`src/rtl/fetch_queue.sv`:
```
// Instruction fetch unit: PC issue, one-cycle memory response capture and a DEPTH-entry fetch queue.
// Optional performance counters are enabled by defining FETCH_QUEUE_PERF_CNT_EN.
module fetch_queue #(
    parameter int unsigned     XLEN     = 32,
    parameter int unsigned     DEPTH    = 4,
    parameter logic [XLEN-1:0] RESET_PC = '0
) (
    input  logic            clk,
    input  logic            rst,
    input  logic            i_redirect,
    input  logic [XLEN-1:0] i_redirect_pc,
    input  logic            i_halt,
    output logic            o_imem_rd_en,
    output logic [XLEN-1:0] o_imem_rd_addr,
    input  logic [XLEN-1:0] i_imem_rd_data,
    output logic            o_if_valid,
    input  logic            i_if_ready,
    output logic [XLEN-1:0] o_if_instr,
    output logic [XLEN-1:0] o_if_pc,
    output logic [XLEN-1:0] o_if_pc_plus_4,
    output logic            o_halted
`ifdef FETCH_QUEUE_PERF_CNT_EN
    ,
    output logic [31:0]     o_fetch_cnt,
    output logic [31:0]     o_stall_cnt
`endif
);

    localparam int unsigned PW = (DEPTH > 1) ? $clog2(DEPTH) : 1;
    localparam int unsigned CW = PW + 1;

    logic [XLEN-1:0] pc_q, pc_d;
    logic [XLEN-1:0] pend_pc_q, pend_pc_d;
    logic            pending_q, pending_d;
    logic            halted_q, halted_d;
    logic [CW-1:0]   count_q, count_d;
    logic [PW-1:0]   rd_ptr_q, rd_ptr_d;
    logic [PW-1:0]   wr_ptr_q, wr_ptr_d;

    logic [XLEN-1:0] instr_mem [DEPTH];
    logic [XLEN-1:0] pc_mem    [DEPTH];

    logic [CW-1:0]   occupancy;
    logic            issue;
    logic            push;
    logic            pop;
    logic            unused_redirect_lsbs;

    assign unused_redirect_lsbs = ^i_redirect_pc[1:0];

    // Occupancy counts the in-flight response so a push can never land in a full queue.
    always_comb begin
        occupancy = count_q + CW'(pending_q);
        issue     = !rst && !halted_q && !i_halt && !i_redirect && (occupancy < CW'(DEPTH));
        push      = pending_q && !i_redirect;
        pop       = o_if_valid && i_if_ready && !i_redirect;
    end

    always_comb begin
        pc_d      = pc_q;
        pend_pc_d = pend_pc_q;
        pending_d = pending_q;
        count_d   = count_q;
        rd_ptr_d  = rd_ptr_q;
        wr_ptr_d  = wr_ptr_q;
        halted_d  = halted_q | i_halt;

        if (i_redirect) begin
            pc_d      = {i_redirect_pc[XLEN-1:2], 2'b00};
            pending_d = 1'b0;
            count_d   = '0;
            rd_ptr_d  = '0;
            wr_ptr_d  = '0;
        end else begin
            pending_d = issue;
            if (issue) begin
                pend_pc_d = pc_q;
                pc_d      = pc_q + XLEN'(4);
            end
            if (push) wr_ptr_d = wr_ptr_q + PW'(1);
            if (pop)  rd_ptr_d = rd_ptr_q + PW'(1);
            case ({push, pop})
                2'b10:   count_d = count_q + CW'(1);
                2'b01:   count_d = count_q - CW'(1);
                default: count_d = count_q;
            endcase
        end
    end

    always_ff @(posedge clk or posedge rst) begin
        if (rst) begin
            pc_q      <= RESET_PC;
            pend_pc_q <= RESET_PC;
            pending_q <= 1'b0;
            halted_q  <= 1'b0;
            count_q   <= '0;
            rd_ptr_q  <= '0;
            wr_ptr_q  <= '0;
        end else begin
            pc_q      <= pc_d;
            pend_pc_q <= pend_pc_d;
            pending_q <= pending_d;
            halted_q  <= halted_d;
            count_q   <= count_d;
            rd_ptr_q  <= rd_ptr_d;
            wr_ptr_q  <= wr_ptr_d;
        end
    end

    always_ff @(posedge clk) begin
        if (push) begin
            instr_mem[wr_ptr_q] <= i_imem_rd_data;
            pc_mem[wr_ptr_q]    <= pend_pc_q;
        end
    end

    assign o_imem_rd_en   = issue;
    assign o_imem_rd_addr = pc_q;
    assign o_if_valid     = (count_q != '0);
    assign o_if_instr     = instr_mem[rd_ptr_q];
    assign o_if_pc        = pc_mem[rd_ptr_q];
    assign o_if_pc_plus_4 = pc_mem[rd_ptr_q] + XLEN'(4);
    assign o_halted       = halted_q;

`ifdef FETCH_QUEUE_PERF_CNT_EN
    logic [31:0] fetch_cnt_q, fetch_cnt_d;
    logic [31:0] stall_cnt_q, stall_cnt_d;

    always_comb begin
        fetch_cnt_d = fetch_cnt_q;
        stall_cnt_d = stall_cnt_q;
        if (push && (fetch_cnt_q != '1)) fetch_cnt_d = fetch_cnt_q + 32'd1;
        if (!halted_q && (occupancy >= CW'(DEPTH)) && (stall_cnt_q != '1))
            stall_cnt_d = stall_cnt_q + 32'd1;
    end

    always_ff @(posedge clk or posedge rst) begin
        if (rst) begin
            fetch_cnt_q <= '0;
            stall_cnt_q <= '0;
        end else begin
            fetch_cnt_q <= fetch_cnt_d;
            stall_cnt_q <= stall_cnt_d;
        end
    end

    assign o_fetch_cnt = fetch_cnt_q;
    assign o_stall_cnt = stall_cnt_q;
`endif

endmodule

```
`config.mk`:
```
export PLATFORM = sky130hd
export DESIGN_NAME = fetch_queue
export DESIGN_NICKNAME = d
export VERILOG_FILES = /design/src/rtl/fetch_queue.sv
export SDC_FILE = /design/constraint.sdc
export NUM_CORES = 1
export LEC_CHECK = 0
export BUFFER_PORTS_ARGS = -buffer_cell sky130_fd_sc_hd__buf_2
export CAP_MARGIN = 0
export CORE_ASPECT_RATIO = 1.1
export CORE_MARGIN = 3
export CORE_UTILIZATION = 30
export CTS_CLUSTER_SIZE = 24
export DETAILED_ROUTE_END_ITERATION = 12
export PLACE_DENSITY_LB_ADDON = 0.15
export SLEW_MARGIN = 10
export SYNTH_ARGS = -nofsm -noshare
export SYNTH_HDL_FRONTEND = slang
export SYNTH_SLANG_ARGS = --single-unit
```
`constraint.sdc`:
```
create_clock -name clk -period 5.4 [get_ports clk]
set_clock_uncertainty 0.15 [all_clocks]
set_input_delay 0.27 -clock clk [delete_from_list [all_inputs] [get_ports clk]]
set_output_delay 0.27 -clock clk [all_outputs]
set_load 0.02 [all_outputs]
```
==> flow_summary.ini, run 1 <==
[route]
wl_per_cell_um = 19.2
firstDrtPassIters = 4
drc = 0
routed_wl_um = 32000
vias = 7887
first_iter_violations = 337
viasPerCell = 4.72
ant_nets = 0

[synthesis]
synth_seq_cells = 317
async_flop_share_pct = 21.8
synth_compound_area_share_pct = 3.68
synth.distinct_cells = 56
synth-main-ff-cell = edfxtp_1
synth_fa_ha_area_share_pct = 0.722
synth-edff-count = 248
synth_top_family_by_area = multiplexers
yosysWarnings = 0
synth_xor_area_share_pct = 2.53
synth_seq_area_share_pct = 69.7
syn-mean-instance-area_um2 = 16.3
synthMuxAreaShare_pct = 11.0
syn_area_mm2 = 0.0132
synthSimpleGateAreaFrac_pct = 9.76
syn_inst = 810

[global_routing]
grt_pass1_wl_um = 49100
grt-ovfl-total = 0
first_global_vias = 8083
gr-usage-all-layers_pct = 13.8
antenna_found_initial = 0
grt_max_degree = 63

[placed_design]
gp_congestion = 0.758
place_ws_ps = 1660
dp_hpwl_um = 20900
io_buffer_count = 191
dp.cells = 1541

[clocking]
cts_htree_levels = 2
clkTransAtPathRegs_ps = 50
clk_path_buf_depth = 3
cts_setup_buffers = 0
numClockSinks = 317
cts_tree = yes
cts_made_buffers = 36
cts_resized = 0
clkLatencyLatePin_ps = 520
cts_root_buffer = clkbuf_16

[sta]
rsz0062_at_grt = false
hold_viol = 0
fin_ws_ps = 1280
fin_crit_ps = 4120
tns_ps = 0
worst_slew_pin_slew_ps = 1130
setup_viol = 0
period_share_pct = 76.2
clock.fmax_ghz = 0.243
finalMaxSlewViolations = 0
slew_headroom_pct = 24.3

[setup_path]
reg2reg_depth = 6
worstPathRequired_ps = 4980
worst-path-max-fanout = 42
path_class = flip-flop to output port
cp-end-kind = output port
arrival_ps = 3700
cp-start-kind = flip-flop

[status]
outcome = complete, no violations

[layout]
drive_above_1_share_pct = 30.0
nets = 1154
fillers = 4077
antennaDiodeCount = 0
area_growth_pct = 25.9
fin_cells = 1672

[floorplan]
core_mm2 = 0.0428
die_x_um = 206
start_util_pct = 30.8
die_h_um = 226
die_area_mm2 = 0.0464
boundaryPins = 200
rows = 79

[pwr]
leakagePower_nw = 6.12
ir_drop_mv = 0.166
pwr_density_cell_mw_per_mm2 = 351

[min_path]
min_path_cells = 4
min_path_type = primary input to flip-flop

[job]
maxCapViolations = 0
==> per-layer routing <==
metal / GRT usage [%] / routed length [µm]
met5: 0 / 0
met4: 3.68 / 678
met3: 3.03 / 1960
met2: 21.9 / 14700
met1: 19.3 / 14700
==> cells by family (layout without fill, tap and decap cells) <==
| family | after synthesis | after routing |
|---|---|---|
| flops | 317 | 317 |
| simple gates | 250 | 250 |
| compound gates | 68 | 68 |
| mux | 65 | 65 |
| buf+inv | 64 | 354 |
| xor+xnor | 38 | 38 |
| fa+ha+maj | 7 | 7 |
| other cells | 1 | 6 |
==> placed cells by master, fill, tap and decap left out, types with 9 or more instances in the layout <==
cell	instances
buf_2	191
buf_4	10
clkbuf_1	11
clkbuf_16	37
dfrtp_1	67
dlygate4sd3_1	66
edfxtp_1	248
inv_1	20
mux4_1	10
mux4_2	51
nand2_1	114
nand3_1	35
nand4_1	10
nor2_1	23
nor3_1	15
o21ai_0	21
o311ai_0	9
xnor2_1	12
xor2_1	26
==> cell usage after synthesis (all sizes together) (7+ instances only) <==
library cell / n / share of area (%)
and2: 7 / 0.33
and4: 7 / 0.52
buf: 27 / 1.5
clkbuf: 15 / 0.43
dfrtp: 69 / 13
edfxtp: 248 / 57
inv: 21 / 0.60
mux4: 61 / 11
nand2: 115 / 3.3
nand3: 36 / 1.4
nand4: 12 / 0.80
nor2: 23 / 0.66
nor3: 16 / 0.65
nor4: 8 / 0.78
o211ai: 7 / 0.40
o21ai: 22 / 0.87
o311ai: 9 / 0.60
or4: 7 / 0.40
xnor2: 12 / 0.80
xor2: 26 / 1.7
==> power by group <==
part / switching, mW / internal, mW
logic: 0.326 / 0.246
clock network: 0.948 / 1.55
registers: 0.0869 / 2.66
==> per-stage QoR <==
step	hold slack, ps	utilization, %	power [mW]	cell area [µm²]
final	19.3	38.7	5.81	16600
after global routing	47.1	38.7	6.05	16600
after CTS	12.3	38.7	5.91	16600
after detailed placement	292	34.3	3.34	14700
after global placement	296	34.3	3.34	14700
after floorplan	219	-	3.14	13200
==> critical path, stage by stage (launching register included) <==
cell and delay, ps:
dfrtp_4 990, mux4_1 730, ha_1 270, nand2_1 80
or2_1 500, nor3_1 150, xor2_1 240, buf_2 210
==> flip-flops by register name (all words and copies together) (netlist names) <==
| register | count |
|---|---|
| pending_q | 1 |
| o_imem_rd_addr | 30 |
| count_q | 3 |
| pend_pc_q | 30 |
| rd_ptr_q | 2 |
| o_halted | 1 |
| pc_mem | 120 |
| wr_ptr_q | 2 |
| instr_mem | 128 |
==> timing repair <==
item	4_1_cts	5_1_grt
hold buffers	66	0
endpoints found under the setup margin	0	0
hold endpoints to repair	193	0
==> worst paths after layout <==
| path | startpoint | endpoint | slack [ps] |
|---|---|---|---|
| worst max-delay path | rd_ptr_q[0]$_DFFE_PP0P_ | o_if_pc_plus_4[26] | 1280 |
| worst min-delay path | i_if_ready | rd_ptr_q[1]$_DFFE_PP0P_ | 20 |
| worst max register to register | pending_q$_DFF_PP0_ | o_imem_rd_addr[26]$_DFFE_PP0N_ | 2470 |
| worst min register to register | pend_pc_q[9]$_DFFE_PP0P_ | pc_mem[1][9]$_DFFE_PP_ | 350 |
| max in group asynchronous | rst | pend_pc_q[23]$_DFFE_PP0P_ | 3840 |
| min in group asynchronous | rst | o_halted$_DFF_PP0_ | 260 |
==> cell type report <==
| cell class | instances | area (µm²) | share of cell area (%) |
|---|---|---|---|
| clock buffer | 51 | 1010 | 6.09 |
| clock inverter | 14 | 210 | 1.27 |
| inverter | 22 | 82.6 | 0.498 |
| multi-input combinational | 434 | 3680 | 22.2 |
| sequential | 317 | 9180 | 55.4 |
| tap | 567 | 709 | 4.28 |
| timing repair buffer | 267 | 1690 | 10.2 |
Note: power is estimated with default switching activity, not from simulation.
==> inputs of run 2 (changes only) <==
==> constraint.sdc (replaced) <==
create_clock -name clk -period 4 [get_ports clk]
set_clock_uncertainty 0.15 [all_clocks]
set_input_delay 0.2 -clock clk [delete_from_list [all_inputs] [get_ports clk]]
set_output_delay 0.2 -clock clk [all_outputs]
set_load 0.02 [all_outputs]
==> flow_summary.ini, run 2 (synthesis results as in run 1) <==
[status]
outcome = complete, no violations

[global_routing]
grt_max_degree = 63
gr-usage-all-layers_pct = 14.2
grt-ovfl-total = 0
grt_pass1_wl_um = 50700
antenna_found_initial = 0
first_global_vias = 8342

[clocking]
clkLatencyLatePin_ps = 520
cts_htree_levels = 2
cts_made_buffers = 37
numClockSinks = 317
cts_tree = yes
clk_path_buf_depth = 3
clkTransAtPathRegs_ps = 70
cts_root_buffer = clkbuf_16

[layout]
final_area_mm2 = 0.0168
antennaDiodeCount = 0
area_growth_pct = 27.4
drive_above_1_share_pct = 31.0
final_cell_mix = edfxtp_1, buf_2, nand2_1, dlygate4sd3_1, dfrtp_1
top_regs = instr_mem (128), pc_mem (120)
nets = 1174
final_core_util_pct = 39.2
final_common_cell = edfxtp_1
fin_cells = 1694
largest_register_ffs = 128
regMostFlops = instr_mem

[sta]
rsz0062_at_grt = false
hold_viol = 0
worst_slew_pin_slew_ps = 1040
fin_crit_ps = 3590
clock.fmax_ghz = 0.278
slew_headroom_pct = 29.9
setup_viol = 0
holdWs_ps = 27.0
period_share_pct = 89.8
fin_ws_ps = 409
tns_ps = 0
finalMaxSlewViolations = 0

[setup_path]
r2r_slack_ps = 1160
worst-path-max-fanout = 17
path_class = flip-flop to output port
path_delay_family = simple AND/OR/NAND/NOR gates
crit_slowest_cell = dfrtp_4
worstPathRequired_ps = 3650
cp-end-kind = output port
cp-start-kind = flip-flop
arrival_ps = 3240
cp_num_buf_inv = 2
crit_chain = buf_4 -> mux4_1 -> and4_4 -> nand4_4 -> nor3_1 -> xor2_1 -> buf_2
cpPeakStageDelay_ps = 660

[route]
drc = 0
first_iter_violations = 293
vias = 7996
firstDrtPassIters = 5
wl_per_cell_um = 19.6
routed_wl_um = 33100
ant_nets = 0
viasPerCell = 4.72

[placed_design]
dpl_cell_area_mm2 = 0.0148
dp.cells = 1554
dp_hpwl_um = 21800
io_buffer_count = 191
gp_congestion = 0.785
place_ws_ps = 618

[floorplan]
die_h_um = 226
boundaryPins = 200
die_area_mm2 = 0.0464
die_x_um = 206
core_mm2 = 0.0428
rows = 79
start_util_pct = 30.8

[min_path]
min_path_type = primary input to async pin

[pwr]
finalPower_mw = 7.90
pwr_density_cell_mw_per_mm2 = 471
ir_drop_mv = 0.237
leakagePower_nw = 6.23

[job]
maxCapViolations = 0
## run 2: worst paths after layout
check,from,to,depth (start not counted)
max,rd_ptr_q[0]$_DFFE_PP0P_,o_if_pc_plus_4[29],7
min,rst,o_halted$_DFF_PP0_,3
max reg2reg,o_halted$_DFF_PP0_,o_imem_rd_addr[2]$_DFFE_PP0N_,8
min reg2reg,o_halted$_DFF_PP0_,o_halted$_DFF_PP0_,1
max in group asynchronous,rst,rd_ptr_q[0]$_DFFE_PP0P_,4
min in group clk,i_redirect_pc[14],o_imem_rd_addr[14]$_DFFE_PP0N_,4
## run 2: power by group
group | leakage (nW) | switching [mW] | total, mW | internal [mW]
clock | 0.607 | 1.32 | 3.39 | 2.07
combinational | 2.48 | 0.478 | 0.828 | 0.350
sequential | 3.14 | 0.0922 | 3.68 | 3.59
total | 6.23 | 1.89 | 7.90 | 6.01
## run 2: cell type report
| cell class | instances | area, µm² |
|---|---|---|
| sequential | 317 | 9180 |
| clock buffer | 45 | 1020 |
| tap | 567 | 709 |
| multi-input combinational | 434 | 3680 |
| inverter | 22 | 82.6 |
| fill | 4040 | 26000 |
| timing repair buffer | 286 | 1880 |
| clock inverter | 23 | 215 |
## run 2: worst min-delay path, stage by stage
cell	delay (ps)
dlygate4sd3_1	520
buf_2	140
inv_2	230
## run 2: routing by layer
metal	vias up	share of wire [%]	wire length, µm	track usage (%)
li1	3707	-	-	-
met1	4026	45	15000	19.9
met2	220	47	15500	22.5
met3	43	6.3	2100	3.24
met4	0	1.8	604	3.57
met5	-	0	0	0
## run 2: what timing repair did
item                                    4_1_cts  5_1_grt
gates resized for setup                       0        0
hold endpoints to repair                    233        0
endpoints found under the setup margin        0        4
setup buffers                                 0        1
hold buffers                                 71        0
